===== src/rtl/game_pkg.sv =====
// game_pkg: controller states, board setup record and per-level presets
package game_pkg;

   typedef enum logic [2:0] {MENU, LOAD, PLAY, PAUSE, WIN, LOST, GAME_OVER} state_t;

   typedef struct packed {
      logic [4:0] row_column_number;
      logic [6:0] mine_number;
      logic [5:0] field_size;
      logic [9:0] board_size;
      logic [9:0] board_xpos;
      logic [9:0] board_ypos;
   } game_setup_t;

   localparam int E_ROW_COLUMN_NUMBER = 9;
   localparam int E_MINE_NUMBER       = 10;
   localparam int E_FIELD_SIZE        = 32;
   localparam int E_BOARD_SIZE        = 288;
   localparam int E_BOARD_XPOS        = 176;
   localparam int E_BOARD_YPOS        = 96;
   localparam int E_TIMER_SECONDS     = 300;

   localparam int M_ROW_COLUMN_NUMBER = 16;
   localparam int M_MINE_NUMBER       = 40;
   localparam int M_FIELD_SIZE        = 24;
   localparam int M_BOARD_SIZE        = 384;
   localparam int M_BOARD_XPOS        = 128;
   localparam int M_BOARD_YPOS        = 48;
   localparam int M_TIMER_SECONDS     = 600;

   localparam int H_ROW_COLUMN_NUMBER = 24;
   localparam int H_MINE_NUMBER       = 99;
   localparam int H_FIELD_SIZE        = 16;
   localparam int H_BOARD_SIZE        = 384;
   localparam int H_BOARD_XPOS        = 128;
   localparam int H_BOARD_YPOS        = 48;
   localparam int H_TIMER_SECONDS     = 999;

   function automatic game_setup_t mk_setup(input int rc, input int mn, input int fs,
                                            input int bs, input int x, input int y);
      return '{5'(rc), 7'(mn), 6'(fs), 10'(bs), 10'(x), 10'(y)};
   endfunction

   // level codes are 1-based; anything else yields an empty setup
   function automatic game_setup_t level_setup(input int idx);
      game_setup_t s;
      s = '0;
      case (idx)
         1: s = mk_setup(E_ROW_COLUMN_NUMBER, E_MINE_NUMBER, E_FIELD_SIZE, E_BOARD_SIZE, E_BOARD_XPOS, E_BOARD_YPOS);
         2: s = mk_setup(M_ROW_COLUMN_NUMBER, M_MINE_NUMBER, M_FIELD_SIZE, M_BOARD_SIZE, M_BOARD_XPOS, M_BOARD_YPOS);
         3: s = mk_setup(H_ROW_COLUMN_NUMBER, H_MINE_NUMBER, H_FIELD_SIZE, H_BOARD_SIZE, H_BOARD_XPOS, H_BOARD_YPOS);
         default: s = '0;
      endcase
      return s;
   endfunction

endpackage


===== src/rtl/sec_countdown.sv =====
// sec_countdown: clock prescaler driving a non-negative seconds down-counter
module sec_countdown #(
   parameter int TICKS = 65_000_000,
   parameter int W     = 10
) (
   input  logic         clk,
   input  logic         rst_n,
   input  logic         load,
   input  logic [W-1:0] load_val,
   input  logic         run,
   output logic [W-1:0] seconds,
   output logic         zero,
   output logic         tick
);
   localparam int PW = TICKS > 1 ? $clog2(TICKS) : 1;
   localparam logic [PW-1:0] PMAX = PW'(TICKS - 1);

   logic [PW-1:0] presc;

   assign tick = run && presc == PMAX;
   assign zero = seconds == '0;

   always_ff @(posedge clk) begin
      if (!rst_n) begin
         presc   <= '0;
         seconds <= '0;
      end else if (load) begin
         presc   <= '0;
         seconds <= load_val;
      end else if (run) begin
         presc <= tick ? '0 : presc + PW'(1);
         if (tick && !zero) seconds <= seconds - W'(1);
      end
   end

endmodule


===== src/rtl/game_ctrl_fsm.sv =====
// game_ctrl_fsm: Minesweeper game controller with level presets, countdown and win/loss statistics
module game_ctrl_fsm
   import game_pkg::*;
#(
   parameter int NUM_LEVELS    = 3,
   parameter int LEVEL_W       = $clog2(NUM_LEVELS + 1),
   parameter int TICKS_PER_SEC = 65_000_000,
   parameter int TIMER_W       = 10,
   parameter int STAT_W        = 8,
   parameter int SECS_E        = E_TIMER_SECONDS,
   parameter int SECS_M        = M_TIMER_SECONDS,
   parameter int SECS_H        = H_TIMER_SECONDS
) (
   input  logic               clk,
   input  logic               rst_n,
   input  logic [LEVEL_W-1:0] level,
   input  logic               timer_stop,
   input  logic               game_won,
   input  logic               game_lost,
   input  logic               retry,
   output state_t             state,
   output game_setup_t        setup,
   output logic [TIMER_W-1:0] seconds_left,
   output logic [STAT_W-1:0]  games_won,
   output logic [STAT_W-1:0]  games_lost,
   output logic               game_start,
   output logic               game_end,
   output logic               lost_by_timeout
);
   state_t nxt;
   logic [LEVEL_W-1:0] idx;
   logic [TIMER_W-1:0] preset_secs;
   logic level_ok, tick, zero, timeout;

   assign level_ok    = level != '0 && int'(level) <= NUM_LEVELS;
   assign timeout     = zero || (tick && seconds_left == TIMER_W'(1));
   assign preset_secs = TIMER_W'(int'(idx) == 1 ? SECS_E : int'(idx) == 2 ? SECS_M : int'(idx) == 3 ? SECS_H : 0);

   sec_countdown #(.TICKS(TICKS_PER_SEC), .W(TIMER_W)) u_cnt (
      .clk      (clk),
      .rst_n    (rst_n),
      .load     (state == LOAD),
      .load_val (preset_secs),
      .run      (state == PLAY),
      .seconds  (seconds_left),
      .zero     (zero),
      .tick     (tick)
   );

   // a pause wins over a simultaneous win strobe; a win wins over any loss
   always_comb begin
      nxt = MENU;
      case (state)
         MENU:      nxt = level_ok ? LOAD : MENU;
         LOAD:      nxt = PLAY;
         PLAY:      nxt = timer_stop ? PAUSE : game_won ? WIN : (game_lost || timeout) ? LOST : PLAY;
         PAUSE:     nxt = timer_stop ? PAUSE : PLAY;
         WIN, LOST: nxt = GAME_OVER;
         GAME_OVER: nxt = retry ? MENU : GAME_OVER;
         default:   nxt = MENU;
      endcase
   end

   always_ff @(posedge clk) begin
      if (!rst_n) begin
         state           <= MENU;
         setup           <= '0;
         idx             <= '0;
         games_won       <= '0;
         games_lost      <= '0;
         game_start      <= 1'b0;
         game_end        <= 1'b0;
         lost_by_timeout <= 1'b0;
      end else begin
         state      <= nxt;
         setup      <= nxt == MENU ? '0 : state == LOAD ? level_setup(int'(idx)) : setup;
         game_start <= state == LOAD;
         game_end   <= state == PLAY && (nxt == WIN || nxt == LOST);
         if (state == MENU) idx <= level;
         if (state == PLAY && nxt == WIN && games_won != '1) games_won <= games_won + STAT_W'(1);
         if (state == PLAY && nxt == LOST && games_lost != '1) games_lost <= games_lost + STAT_W'(1);
         lost_by_timeout <= state == LOAD ? 1'b0 : (state == PLAY && nxt == LOST) ? !game_lost : lost_by_timeout;
      end
   end

endmodule


===== config.mk =====
export PLATFORM = sky130hd
export DESIGN_NAME = game_ctrl_fsm
export DESIGN_NICKNAME = d
export VERILOG_FILES = /design/src/rtl/game_pkg.sv /design/src/rtl/sec_countdown.sv /design/src/rtl/game_ctrl_fsm.sv
export SDC_FILE = /design/constraint.sdc
export NUM_CORES = 1
export LEC_CHECK = 0
export BUFFER_PORTS_ARGS = -buffer_cell sky130_fd_sc_hd__clkbuf_2
export CORE_ASPECT_RATIO = 1.4
export CORE_UTILIZATION = 45
export DETAILED_ROUTE_END_ITERATION = 8
export HOLD_SLACK_MARGIN = 0.08
export PLACE_DENSITY_LB_ADDON = 0.3
export SLEW_MARGIN = 20
export SYNTH_ARGS = -nofsm -noshare
export SYNTH_HDL_FRONTEND = slang
export SYNTH_HIERARCHICAL = 1
export SYNTH_SLANG_ARGS = --single-unit

===== constraint.sdc =====
create_clock -name clk -period 2.94 [get_ports clk]
set_input_delay 0.588 -clock clk [delete_from_list [all_inputs] [get_ports clk]]
set_output_delay 0.588 -clock clk [all_outputs]
set_load 0.02 [all_outputs]

=== Word-level counts from Yosys, hierarchy flattened ===
Index checks and enable logic that the tools add are counted.

* Add/subtract/negate cells: 4
* Multiply operators: 0
* Div/mod/pow operators: 0
* Magnitude comparators: 0
* Equality and inequality tests: 18
* Shift-type cells: 0
* Muxes and demuxes: 15
* Bitwise operators: 1
* Reductions and logical operators: 23

{| class="wikitable"
|+ Operator list
! cell !! count
|-
| case mux 48 bit (3 select lines) || 1
|-
| 2-to-1 mux 10 bit || 6
|-
| adder 26 x 1 -> 26 bit, second input constant || 1
|-
| == test 26 bit, second input constant || 1
|-
| 2-to-1 mux 26 bit || 1
|-
| case mux 3 bit (6 select lines) || 1
|-
| adder 8 x 1 -> 8 bit, second input constant || 2
|-
| != test 8 bit, second input constant || 2
|-
| == test 3 bit, second input constant || 5
|-
| 2-to-1 mux 3 bit || 4
|-
| == test 10 x 1 -> 1 bit, second input constant || 1
|-
| logical NOT 10 bit || 1
|-
| subtractor 10 x 1 -> 10 bit, second input constant || 1
|-
| == test 2 bit, second input constant || 4
|-
| logical AND 1 bit || 8
|-
| == test 3 x 2 -> 1 bit, second input constant || 2
|-
| logical NOT 3 bit || 2
|-
| nonzero test 2 bit || 3
|-
| OR reduction 2 bit || 3
|-
| == test 2 x 1 -> 1 bit, second input constant || 2
|-
| == test 3 x 1 -> 1 bit, second input constant || 1
|-
| logical OR 1 bit || 3
|-
| logical NOT 1 bit || 2
|-
| 2-to-1 mux 1 bit || 2
|-
| other kinds (2) || 2
|}

* Bits in registers: 108
* Bits in latches: 0
* Memory bits (writable): 0
* Bits in read-only memories: 0
* Memories: 0

=== Depth between registers and ports, before layout ===
Gate-level depths: netlist of run 1.

* Depth after elaboration: 12
* Gate-level depth with buffers: 12

=== Cells and area by module ===
Netlist of run 1, hierarchy kept.

{| class="wikitable"
|+ Modules (own cells, without submodules)
! module !! instances !! cells an instance !! area an instance (um^2)
|-
| game_ctrl_fsm || 1 || 218 || 1,890.6
|-
| sec_countdown || 1 || 204 || 1,793.0
|}

=== Worst setup path before layout of run 1 ===
No wires, ideal clock.

* Path kind: reg2reg
* Start point: register state[1]
* End point: register lost_by_timeout
* Library setup time: 0.104 ns
* Arrival time: 2.819 ns
* Required time: 2.836 ns
* Slack: 0.018 ns
* Stages on the path, launching flop included: 13
* Period minus slack after synthesis: 2.922 ns
* Cells stage by stage: dfxtp_1 -> nor2b_1 -> and2b_2 -> and4_1 -> nand4_1 -> or2_0 -> clkbuf_1 -> inv_1 -> nor4b_2 -> a31oi_1 -> nor3b_4 -> nor2_2 -> a2111oi_2

* Word-level cells in the longest chain between the ends: 11
* Elaborated cells on any way between the ends: 19

{| class="wikitable"
|+ Ends and longest elaborated chain
! item !! RTL line !! source
|-
| from (decl) || game_ctrl_fsm.sv:21 || <nowiki>output state_t state,</nowiki>
|-
| from (signal assigned) || game_ctrl_fsm.sv:75 || <nowiki>state <= nxt;</nowiki>
|-
| == test 3 x 2 -> 1 bit || game_ctrl_fsm.sv:44 || <nowiki>.run (state == PLAY),</nowiki>
|-
| logical AND 1 bit || sec_countdown.sv:20 || <nowiki>assign tick = run && presc == PMAX;</nowiki>
|-
| via tick || game_ctrl_fsm.sv:33 || <nowiki>logic level_ok, tick, zero, timeout;</nowiki>
|-
| logical AND 1 bit || game_ctrl_fsm.sv:36 || <nowiki>assign timeout = zero || (tick && seconds_left == TIMER_W'(1));</nowiki>
|-
| logical OR 1 bit || game_ctrl_fsm.sv:36 ||
|-
| logical OR 1 bit || game_ctrl_fsm.sv:56 || <nowiki>PLAY: nxt = timer_stop ? PAUSE : game_won ? WIN : (game_lost || timeout) ? LOST : PLAY;</nowiki>
|-
| 2-to-1 mux 3 bit (3 in series) || game_ctrl_fsm.sv:56 ||
|-
| case mux 3 bit (6 select lines) || game_ctrl_fsm.sv:53 || <nowiki>case (state)</nowiki>
|-
| == test 3 bit || game_ctrl_fsm.sv:82 || <nowiki>lost_by_timeout <= state == LOAD ? 1'b0 : (state == PLAY && nxt == LOST) ? !game_lost : lost_by_timeout;</nowiki>
|-
| logical AND 1 bit || game_ctrl_fsm.sv:82 ||
|-
| to (signal assigned) || game_ctrl_fsm.sv:82 ||
|-
| to (decl) || game_ctrl_fsm.sv:28 || <nowiki>output logic lost_by_timeout</nowiki>
|}

The timed path passes the listed nets, and every way through them passes these cells.
A chain may end at the register's enable or synchronous reset.

=== Final worst setup path of run 1 ===
Ends and elaborated chain as after synthesis.

==> results by group, run 1 <==
STA
  • Rel. slew slack: 0.6033
  • Period utilisation layout: 0.9174
  • Slew Viols, Final: 0
  • Slew of the pin with the lowest slew margin: 0.5901 ns
  • Final-report hold violation count: 0
  • Max Fclk: 370.8 MHz
  • Max Clock Skew: 0.007357 ns
  • Setup_tns: 0 ns
  • Unrepaired setup endpoints after global routing: no
  • Minimum clock period: 2.697 ns
  • Setup slack of the critical path after layout: 0.2429 ns
  • Final number of setup-violating endpoints: 0

Critical path
  • Worst Path Required: 3.18 ns
  • Worst Reg2Reg Path Length in Cells: 11
  • End of the worst register-to-register path: lost_by_timeout$_SDFFE_PP0P_
  • Maximum single-stage delay on the critical path: 0.38 ns
  • Arr. time, crit path: 2.94 ns
  • Critical Path Fanout Max: 7
  • Endpoint class of the critical path: flop
  • Worst Path Class, Setup: reg -> reg
  • FF-to-FF Start: state[1]$_SDFF_PN0_
  • Critical Path End: lost_by_timeout$_SDFFE_PP0P_
  • Worst setup path startpoint: state[1]$_SDFF_PN0_
  • Register-to-Register Setup Slack: 0.24 ns
  • Kind of start point of the critical path: flop
  • Cells along the critical path: nor2b_1 -> and2b_2 -> and4_2 -> nand4_1 -> or2_0 -> inv_1 -> nor4b_4 -> a31oi_4 -> nor3b_4 -> nor2_2 -> a2111oi_2
  • Cell with the largest stage delay on the worst path: sky130_fd_sc_hd__nor3b_4

Pwr
  • Overall power: 0.002407 W
  • Static Leak: 1.744 nW
  • Switch Pwr: 0.0008326 W
  • Comb power frac: 0.281
  • Clk pwr share: 0.292
  • Internal power: 0.001574 W
  • Switching Share: 0.3459
  • Largest voltage drop on the vdd net: 0.3241 mV
  • Flop pwr share: 0.426
  • Power density over the cells: 584.7 nW/µm²

Logic synthesis
  • Combinational family with the most area after synthesis: simple AND/OR/NAND/NOR gates
  • Multiplexer area fraction after synthesis: 0.02514
  • Most numerous cell types in the synthesized netlist: sky130_fd_sc_hd__dfxtp_1 (67), sky130_fd_sc_hd__nor2_1 (53), sky130_fd_sc_hd__buf_4 (42)
  • Count of state elements after synthesis: 67
  • Post-synth top area share: 0.3641
  • Post-synthesis share of cell area spent on and, or, nand and nor gates: 0.2921
  • Post-synthesis cell area: 3684 µm²
  • Avg Inst Size Synth: 8.729 µm²
  • Sequential element share of the synthesized area: 0.3641
  • XOR/XNOR share of the synthesized area: 0.08084
  • Number of synthesized flops with an enable pin: 0
  • Async S/R FF share, synth: 0
  • Synthesis warning total: 6
  • Cell accounting for the most synthesized area: sky130_fd_sc_hd__dfxtp_1
  • Number of cells produced by synthesis: 422
  • Adder-cell area share of the yosys netlist: 0.02717
  • Largest cells by area after synthesis: sky130_fd_sc_hd__dfxtp_1 (36%), sky130_fd_sc_hd__buf_4 (8.6%), sky130_fd_sc_hd__xor2_1 (5.9%), sky130_fd_sc_hd__nor2_1 (5.4%), sky130_fd_sc_hd__nand2_1 (2.9%)
  • Main synth FF type: sky130_fd_sc_hd__dfxtp_1
  • Synth unique cells: 64
  • Most instantiated library cell after synthesis: sky130_fd_sc_hd__dfxtp_1
  • Synth Area in Compound Gates: 0.09851

Placed design
  • Port-buffer cells: 59
  • HPWL reported at the end of detailed placement: 5.579 mm
  • Placed cell areas: 3905 µm²
  • Worst-case setup slack after placement: 0.1244 ns
  • Number of placed instances, taps included: 563
  • GP Congestion: 0.8684

Floorplan
  • Initial standard-cell utilization of the core: 0.4695
  • Die Area: 8557 µm²
  • Width of the chip: 78.47 µm
  • Core area: 7845 µm²
  • Chip height: 109.1 µm
  • IO Count: 88
  • Cell Rows: 38

Global route
  • Vias in the first global route: 2735
  • Total grt overflow: 0
  • Combined global-route utilization of all metal layers: 0.1886
  • Number of antenna violations at the first check in global routing: 0
  • First-pass GRT wire length: 12.67 mm
  • Largest net degree at the start of global routing: 25

Finish
  • Filler cell count in the final layout: 738
  • Area of all sequential standard cells: 1341 µm²
  • Syn-to-layout area delta: 11.75%
  • Ratio of cells with drive above 1 in the final layout: 0.2359
  • Number of diodes: 0
  • Multi-input logic area: 2059 µm²
  • Post-route design area: 4116 µm²
  • Fin cells: 579
  • Net count of the finished layout: 491

CTS
  • Buffer levels on the longest clock path: 2
  • CTS tree: built
  • H-tree level count: 3
  • Clock transition at the registers of the reported paths: 0.07 ns
  • CTS Buf Count: 9
  • Clock latency on the worst-skew pair: 0.35 ns
  • Hold-fix buffer count after cts: 0
  • Root buf cell: sky130_fd_sc_hd__clkbuf_8
  • Sink count of the clock tree: 67

Routing
  • Remaining antenna violation count: 0
  • Number of violations reported at the end of detailed-routing iteration 0: 85
  • Wire length reported by the detailed router: 7.634 mm
  • Via count: 2961
  • Post-detailed-route DRC marker count: 0
  • Via-to-Cell Ratio: 5.114
  • Routed length per placed instance: 13.18 µm
  • Drt first pass iters: 5

Outcome
  • Status: finished clean

Flow run
  • Max capacitance violation total: 0

Worst hold path
  • Min-delay worst type: reg -> reg
[how the worst min path moves through the flow]
stage,startpoint,end,slack [ns],cells past startpoint
3_3_place_gp,setup[33]$_SDFFE_PP0P_,setup[33]$_SDFFE_PP0P_,0.45,2
6_report,setup[33]$_SDFFE_PP0P_,setup[33]$_SDFFE_PP0P_,0.46,2
5_1_grt,setup[33]$_SDFFE_PP0P_,setup[33]$_SDFFE_PP0P_,0.49,2
3_5_place_dp,setup[33]$_SDFFE_PP0P_,setup[33]$_SDFFE_PP0P_,0.46,2
2_1_floorplan,u_cnt/presc[25]$_SDFFE_PP0P_,u_cnt/presc[25]$_SDFFE_PP0P_,0.47,2
4_1_cts,setup[33]$_SDFFE_PP0P_,setup[33]$_SDFFE_PP0P_,0.47,2
[repair_timing]
action | 4_1_cts | 5_1_grt
setup endpoints to repair | 0 | 9
resized for setup | 0 | 4
buffers inserted | 0 | 1
[kinds of logic after synthesis]
family          count (synthesis)
simple gates                  186
flops                          67
buf+inv                        64
compound gates                 53
xor+xnor                       34
mux                             9
fa+ha+maj                       8
other cells                     1
[final cells by class]
type / instances / share of cell area
multi-input combinational: 318 / 0.5003
sequential: 67 / 0.3258
timing repair buffer: 70 / 0.09179
clock buffer: 13 / 0.04103
tap: 100 / 0.03040
inverter: 9 / 0.008207
clock inverter: 2 / 0.002432
[metrics by stage]
step / utilization / hold slack [ns]
final: 0.5247 / 0.4638
after global routing: 0.5247 / 0.4883
after CTS: 0.5206 / 0.4670
after detailed placement: 0.4978 / 0.4567
after global placement: 0.4978 / 0.4489
after floorplan: - / 0.4713
[sequential cells by signal (all words and copies together), names as in the netlist]
name and cells:
state 3, games_won 8, games_lost 8, game_start 1, game_end 1, u_cnt/presc 26
u_cnt/seconds 10, idx 2, setup 7, lost_by_timeout 1
[placed cells by master (no fill, tap or decap), types with 3 or more instances in the layout]
cell and instances:
sky130_fd_sc_hd__dfxtp_1 67, sky130_fd_sc_hd__clkbuf_2 59, sky130_fd_sc_hd__nor2_1 53, sky130_fd_sc_hd__nand2_1 28
sky130_fd_sc_hd__conb_1 28, sky130_fd_sc_hd__xor2_1 25, sky130_fd_sc_hd__nand3_1 19, sky130_fd_sc_hd__a21oi_1 15
sky130_fd_sc_hd__and3_1 13, sky130_fd_sc_hd__nand4_1 12, sky130_fd_sc_hd__clkbuf_8 12, sky130_fd_sc_hd__o21ai_0 11
sky130_fd_sc_hd__buf_4 11, sky130_fd_sc_hd__nor3_1 10, sky130_fd_sc_hd__xnor2_1 9, sky130_fd_sc_hd__ha_1 8
sky130_fd_sc_hd__mux2i_1 7, sky130_fd_sc_hd__inv_1 6, sky130_fd_sc_hd__nand2b_1 6, sky130_fd_sc_hd__a31oi_1 5
sky130_fd_sc_hd__and4_1 5, sky130_fd_sc_hd__or2_2 4, sky130_fd_sc_hd__clkinv_1 3, sky130_fd_sc_hd__nor2b_1 3
sky130_fd_sc_hd__nor4b_4 3, sky130_fd_sc_hd__nor4b_2 3, sky130_fd_sc_hd__nor3b_1 3, sky130_fd_sc_hd__and2_1 3
sky130_fd_sc_hd__a211oi_1 3
[power groups by stage]
stage	combinational, W	sequential, W	clock [W]
2_1_floorplan	0.000460	0.00109	0
3_3_place_gp	0.000655	0.00104	0
3_5_place_dp	0.000662	0.00104	0
4_1_cts	0.000665	0.00102	0.000721
5_1_grt	0.000738	0.00103	0.000765
6_report	0.000677	0.00103	0.000704
[metal layers]
metal,vias up,track usage,part of all wire
met5,-,0,0
met4,0,0.09524,0.017
met3,11,0.04184,0.027
met2,49,0.3277,0.51
met1,1390,0.2165,0.44
li1,1511,-,-
[worst max-delay path: cells and delay by family, from the launching register on]
family / cells / cell delay, ns
simple gates: 8 / 1.69
compound gates: 2 / 0.49
flops: 1 / 0.33
buf+inv: 1 / 0.10
(Power assumes the default switching activity.)
==> run 2: changes to the inputs <==
Settings changed: CAP_MARGIN set to 25.
Clock period 2.94 ns to 3.1 ns, I/O delays scaled along.
==> results by group, run 2 (same netlist as run 1, synthesis figures left out) <==
Floorplan
  • Core area: 7845 µm²
  • Die Area: 8557 µm²
  • Chip height: 109.1 µm
  • Initial standard-cell utilization of the core: 0.4695
  • IO Count: 88
  • Width of the chip: 78.47 µm
  • Cell Rows: 38

Critical path
  • Worst Path Required: 3.34 ns
  • Kind of start point of the critical path: flop
  • Worst Reg2Reg Path Length in Cells: 11
  • Number of cells on the critical path: 11
  • Cell class contributing the biggest share of worst-path delay: simple AND/OR/NAND/NOR gates
  • Maximum single-stage delay on the critical path: 0.37 ns
  • Crit path buf inv count: 1
  • Arr. time, crit path: 3.07 ns
  • Worst Path Class, Setup: reg -> reg
  • Cell with the largest stage delay on the worst path: sky130_fd_sc_hd__nor3b_4
  • Critical Path Fanout Max: 9
  • Endpoint class of the critical path: flop
  • Cells along the critical path: nor2b_1 -> and2b_2 -> and4_2 -> nand4_1 -> or2_0 -> inv_1 -> nor4b_4 -> a31oi_4 -> nor3b_4 -> nor2_2 -> a2111oi_2

Routing
  • Number of violations reported at the end of detailed-routing iteration 0: 93
  • Routed length per placed instance: 13.80 µm
  • Via count: 3041
  • Remaining antenna violation count: 0
  • Wire length reported by the detailed router: 7.964 mm
  • Drt first pass iters: 4
  • Post-detailed-route DRC marker count: 0
  • Via-to-Cell Ratio: 5.270

Placed design
  • Worst-case setup slack after placement: 0.2337 ns
  • Port-buffer cells: 59
  • Placed cell areas: 3890 µm²
  • GP Congestion: 0.8130
  • HPWL reported at the end of detailed placement: 5.744 mm

Pwr
  • Static Leak: 1.739 nW
  • Largest voltage drop on the vdd net: 0.3188 mV
  • Power density over the cells: 570.6 nW/µm²

Finish
  • Commonest cells after routing, fill and taps aside: sky130_fd_sc_hd__dfxtp_1 (67), sky130_fd_sc_hd__clkbuf_2 (59), sky130_fd_sc_hd__nor2_1 (53)
  • Number of diodes: 0
  • Area of all sequential standard cells: 1341 µm²
  • Multi-input logic area: 2059 µm²
  • Filler cell count in the final layout: 779
  • Ratio of cells with drive above 1 in the final layout: 0.2327
  • Share of the core filled with cells: 0.5250
  • Net count of the finished layout: 488
  • Syn-to-layout area delta: 11.82%
  • Post-route design area: 4119 µm²
  • Registers with the most flip-flops: u_cnt/presc (26), u_cnt/seconds (10)
  • Biggest register: u_cnt/presc
  • Max reg flops: 26
  • Most common library cell in the layout ignoring fill and taps: sky130_fd_sc_hd__dfxtp_1

Flow run
  • Max capacitance violation total: 0

CTS
  • Sink count of the clock tree: 67
  • Buffer levels on the longest clock path: 2
  • H-tree level count: 3
  • CTS tree: built
  • Clock latency on the worst-skew pair: 0.34 ns
  • Number of buffers inserted to repair setup after CTS: 0
  • Root buf cell: sky130_fd_sc_hd__clkbuf_8
  • Hold-fix buffer count after cts: 0
  • Clock transition at the registers of the reported paths: 0.08 ns
  • CTS Buf Count: 9

Global route
  • Total grt overflow: 0
  • Number of antenna violations at the first check in global routing: 0
  • Combined global-route utilization of all metal layers: 0.1954
  • Largest net degree at the start of global routing: 25
  • First-pass GRT wire length: 13.21 mm
  • Vias in the first global route: 2852

STA
  • Post-route worst hold slack: 0.4639 ns
  • Slew Viols, Final: 0
  • Rel. slew slack: 0.6116
  • Max Clock Skew: 0.01039 ns
  • Max Fclk: 354.2 MHz
  • Setup slack of the critical path after layout: 0.2765 ns
  • Slew of the pin with the lowest slew margin: 0.5778 ns
  • Final-report hold violation count: 0
  • Period utilisation layout: 0.9108
  • Minimum clock period: 2.824 ns
  • Final number of setup-violating endpoints: 0

Worst hold path
  • Instance count along the most critical hold path: 2
  • Min-delay worst type: reg -> reg

Outcome
  • Status: finished clean
-- run 2: layer usage --
| layer | vias up | global-route usage | share of wire |
|---|---|---|---|
| met5 | - | 0 | 0 |
| met4 | 0 | 0.07143 | 0.017 |
| met3 | 13 | 0.04603 | 0.035 |
| met2 | 59 | 0.3565 | 0.53 |
| met1 | 1462 | 0.2194 | 0.42 |
| li1 | 1507 | - | - |
-- run 2: stage by stage --
| step | instances | TNS, ns | power [W] |
|---|---|---|---|
| floorplan | 449 | 0 | 0.001473 |
| global placement | 561 | 0 | 0.001600 |
| detailed placement | 561 | 0 | 0.001614 |
| CTS | 577 | 0 | 0.002353 |
| global route | 577 | -0.002117 | 0.002483 |
| finish | 577 | 0 | 0.002350 |
-- run 2: final cells by class --
type | instances | area share
clock buffer | 12 | 0.03767
clock inverter | 4 | 0.01185
inverter | 9 | 0.008202
multi-input combinational | 318 | 0.5000
sequential | 67 | 0.3256
tap | 100 | 0.03038
timing repair buffer | 67 | 0.08627
-- run 2: worst min-delay path: stages, from the launching register on --
cell and delay, ns:
sky130_fd_sc_hd__dfxtp_1 0.31, sky130_fd_sc_hd__nand2_1 0.05, sky130_fd_sc_hd__a21oi_1 0.05
-- run 2: where the power goes --
part	internal, W	switching (W)	leakage (nW)
registers	0.000910	0.0000673	0.542
logic	0.000227	0.000408	1.09
clock network	0.000414	0.000323	0.106
total	0.00155	0.000799	1.74
-- run 2: path summary, 6_finish.rpt --
check / slack (ns) / start / to
max reg2reg: 0.28 / state[1]$_SDFF_PN0_ / lost_by_timeout$_SDFFE_PP0P_
min reg2reg: 0.46 / setup[33]$_SDFFE_PP0P_ / setup[33]$_SDFFE_PP0P_
max: 0.28 / state[1]$_SDFF_PN0_ / lost_by_timeout$_SDFFE_PP0P_
min: 0.46 / setup[33]$_SDFFE_PP0P_ / setup[33]$_SDFFE_PP0P_
-- run 2: what timing repair did --
action                                 CTS  global route
gates resized for setup                  0             4
endpoints found under the hold margin    0             0
setup endpoints to repair                0             6
==> run 3: changes to the inputs <==
Settings changed: PLACE_DENSITY set to 0.69, PLACE_DENSITY_LB_ADDON 0.3 to not set, SKIP_LAST_GASP set to 1.
Clock period 3.1 ns to 2.75 ns, I/O delays scaled along.
==> results by group, run 3 (same netlist as run 1, synthesis figures left out) <==
Global route
  • Number of antenna violations at the first check in global routing: 0
  • Combined global-route utilization of all metal layers: 0.1932
  • Total grt overflow: 0
  • Vias in the first global route: 2776
  • Largest net degree at the start of global routing: 25
  • First-pass GRT wire length: 12.85 mm

Floorplan
  • Initial standard-cell utilization of the core: 0.4695
  • Die Area: 8557 µm²
  • Width of the chip: 78.47 µm
  • Chip height: 109.1 µm
  • Core area: 7845 µm²
  • Cell Rows: 38
  • IO Count: 88

CTS
  • Clock transition at the registers of the reported paths: 0.06 ns
  • CTS Buf Count: 9
  • H-tree level count: 3
  • Buffer levels on the longest clock path: 2
  • CTS tree: built
  • Root buf cell: sky130_fd_sc_hd__clkbuf_8
  • Clock latency on the worst-skew pair: 0.35 ns
  • Hold-fix buffer count after cts: 0
  • Sink count of the clock tree: 67

Critical path
  • Kind of start point of the critical path: flop
  • End of the worst register-to-register path: games_lost[2]$_SDFFE_PN0P_
  • Worst Path Class, Setup: reg -> reg
  • Endpoint class of the critical path: flop
  • FF-to-FF Start: state[1]$_SDFF_PN0_
  • Maximum single-stage delay on the critical path: 0.37 ns
  • Cell with the largest stage delay on the worst path: sky130_fd_sc_hd__nor3b_4
  • Worst Path Required: 2.98 ns
  • Crit path buf inv count: 1
  • Worst Reg2Reg Path Length in Cells: 11
  • Register-to-Register Setup Slack: 0.18 ns
  • Cell class contributing the biggest share of worst-path delay: simple AND/OR/NAND/NOR gates
  • Cells along the critical path: nor2b_4 -> and2b_2 -> and4_4 -> nand4_1 -> or2_1 -> inv_2 -> nor4b_4 -> a31oi_4 -> nor3b_4 -> and4_2 -> nor3_1
  • Arr. time, crit path: 2.80 ns
  • Critical Path Fanout Max: 7

Placed design
  • HPWL reported at the end of detailed placement: 5.753 mm
  • Port-buffer cells: 59
  • GP Congestion: 0.8533

STA
  • Max Fclk: 389.0 MHz
  • Period utilisation layout: 0.9348
  • Slew of the pin with the lowest slew margin: 0.5742 ns
  • Rel. slew slack: 0.6140
  • Final number of setup-violating endpoints: 0
  • Max Clock Skew: 0.009383 ns
  • Final-report hold violation count: 0
  • Minimum clock period: 2.571 ns
  • Setup_tns: 0 ns
  • Slew Viols, Final: 0

Routing
  • Post-route met1 wirelength: 3.277 mm
  • Total length of routed met3 wires: 275 µm
  • Met2 layer wire length in the routed design: 4.200 mm
  • Via count: 3043
  • Post-detailed-route DRC marker count: 0
  • Remaining antenna violation count: 0
  • Via-to-Cell Ratio: 5.211
  • Top layer used by detailed routing: met4
  • Number of violations reported at the end of detailed-routing iteration 0: 104
  • Wire length reported by the detailed router: 7.922 mm
  • Drt first pass iters: 4
  • Routed length per placed instance: 13.57 µm

Finish
  • Ratio of cells with drive above 1 in the final layout: 0.2562
  • Net count of the finished layout: 497
  • Syn-to-layout area delta: 14.20%
  • Max reg flops: 26
  • Filler cell count in the final layout: 775
  • Registers with the most flip-flops: u_cnt/presc (26), u_cnt/seconds (10)
  • Area of all sequential standard cells: 1348 µm²
  • Most common library cell in the layout ignoring fill and taps: sky130_fd_sc_hd__dfxtp_1
  • Biggest register: u_cnt/presc
  • Number of diodes: 0
  • Commonest cells after routing, fill and taps aside: sky130_fd_sc_hd__dfxtp_1 (64), sky130_fd_sc_hd__clkbuf_2 (59), sky130_fd_sc_hd__nor2_1 (53)
  • Share of the core filled with cells: 0.5362
  • Multi-input logic area: 2077 µm²

Pwr
  • Internal power: 0.001790 W
  • Comb power frac: 0.281
  • Power density over the cells: 637.0 nW/µm²
  • Flop pwr share: 0.408
  • Clk pwr share: 0.311
  • Static Leak: 1.789 nW
  • Switching Share: 0.3321
  • Switch Pwr: 0.0008898 W
  • Largest voltage drop on the vdd net: 0.4113 mV

Worst hold path
  • Instance count along the most critical hold path: 2
  • Min-delay worst type: in -> reg
  • Endpoint of the worst hold path: lost_by_timeout$_SDFFE_PP0P_
  • Worst hold path startpoint: game_lost

Outcome
  • Status: finished clean

Flow run
  • Max capacitance violation total: 0
[run 3: worst max path at each step]
stage,start,end,slack [ns],cells past startpoint
global placement,state[1]$_SDFF_PN0_,lost_by_timeout$_SDFFE_PP0P_,0.15,11
finish,state[1]$_SDFF_PN0_,games_lost[2]$_SDFFE_PN0P_,0.18,11
CTS,state[1]$_SDFF_PN0_,lost_by_timeout$_SDFFE_PP0P_,0.04,11
global route,state[1]$_SDFF_PN0_,games_lost[6]$_SDFFE_PN0P_,-0.005,11
floorplan,state[1]$_SDFF_PN0_,lost_by_timeout$_SDFFE_PP0P_,0.03,12
detailed placement,state[1]$_SDFF_PN0_,lost_by_timeout$_SDFFE_PP0P_,0.05,11
[run 3: final cells by class]
class,instances,area share
multi-input cells,318,0.4938
well taps,100,0.02974
flip-flops and latches,67,0.3203
inverters,9,0.008031
clock inverters,2,0.008328
clock buffers,12,0.03926
repair buffers,76,0.1005
[run 3: power groups by stage]
stage               logic, W  registers [W]  clock network, W
finish              0.000752        0.00109          0.000835
global route        0.000826        0.00110          0.000897
CTS                 0.000740        0.00109          0.000856
detailed placement  0.000736        0.00111                 0
global placement    0.000725        0.00111                 0
floorplan           0.000506        0.00117                 0
[run 3: through the flow]
step                total power, W  hold slack, ns  setup WS (ns)  cells  instance area, µm²
floorplan                 0.001680          0.4713        0.02675    449                3817
global placement          0.001836          0.4484         0.1550    567                3968
detailed placement        0.001849          0.4486        0.04861    567                3968
CTS                       0.002687          0.4392        0.03677    581                4168
global route              0.002825          0.4513      -0.005437    584                4207
finish                    0.002680          0.4530         0.1794    584                4207
[run 3: worst reg2reg max path: cells and delay by family (launching register included)]
family	cells	cell delay (ns)
buffers and inverters	1	0.07
flip-flops	1	0.34
AO/OA/AOI/OAI	1	0.18
AND/OR/NAND/NOR	9	1.88
[run 3: routing by layer]
metal,vias to the layer above,global-route usage
li1,1522,-
met2,59,0.3484
met1,1446,0.2146
met4,0,0.09392
met3,16,0.04017
met5,-,0
[run 3: repair_timing]
item | in CTS | in global routing
setup buffers | 0 | 3
endpoints found under the setup margin | 0 | 8
resized for setup | 0 | 5
hold endpoints to repair | 0 | 0
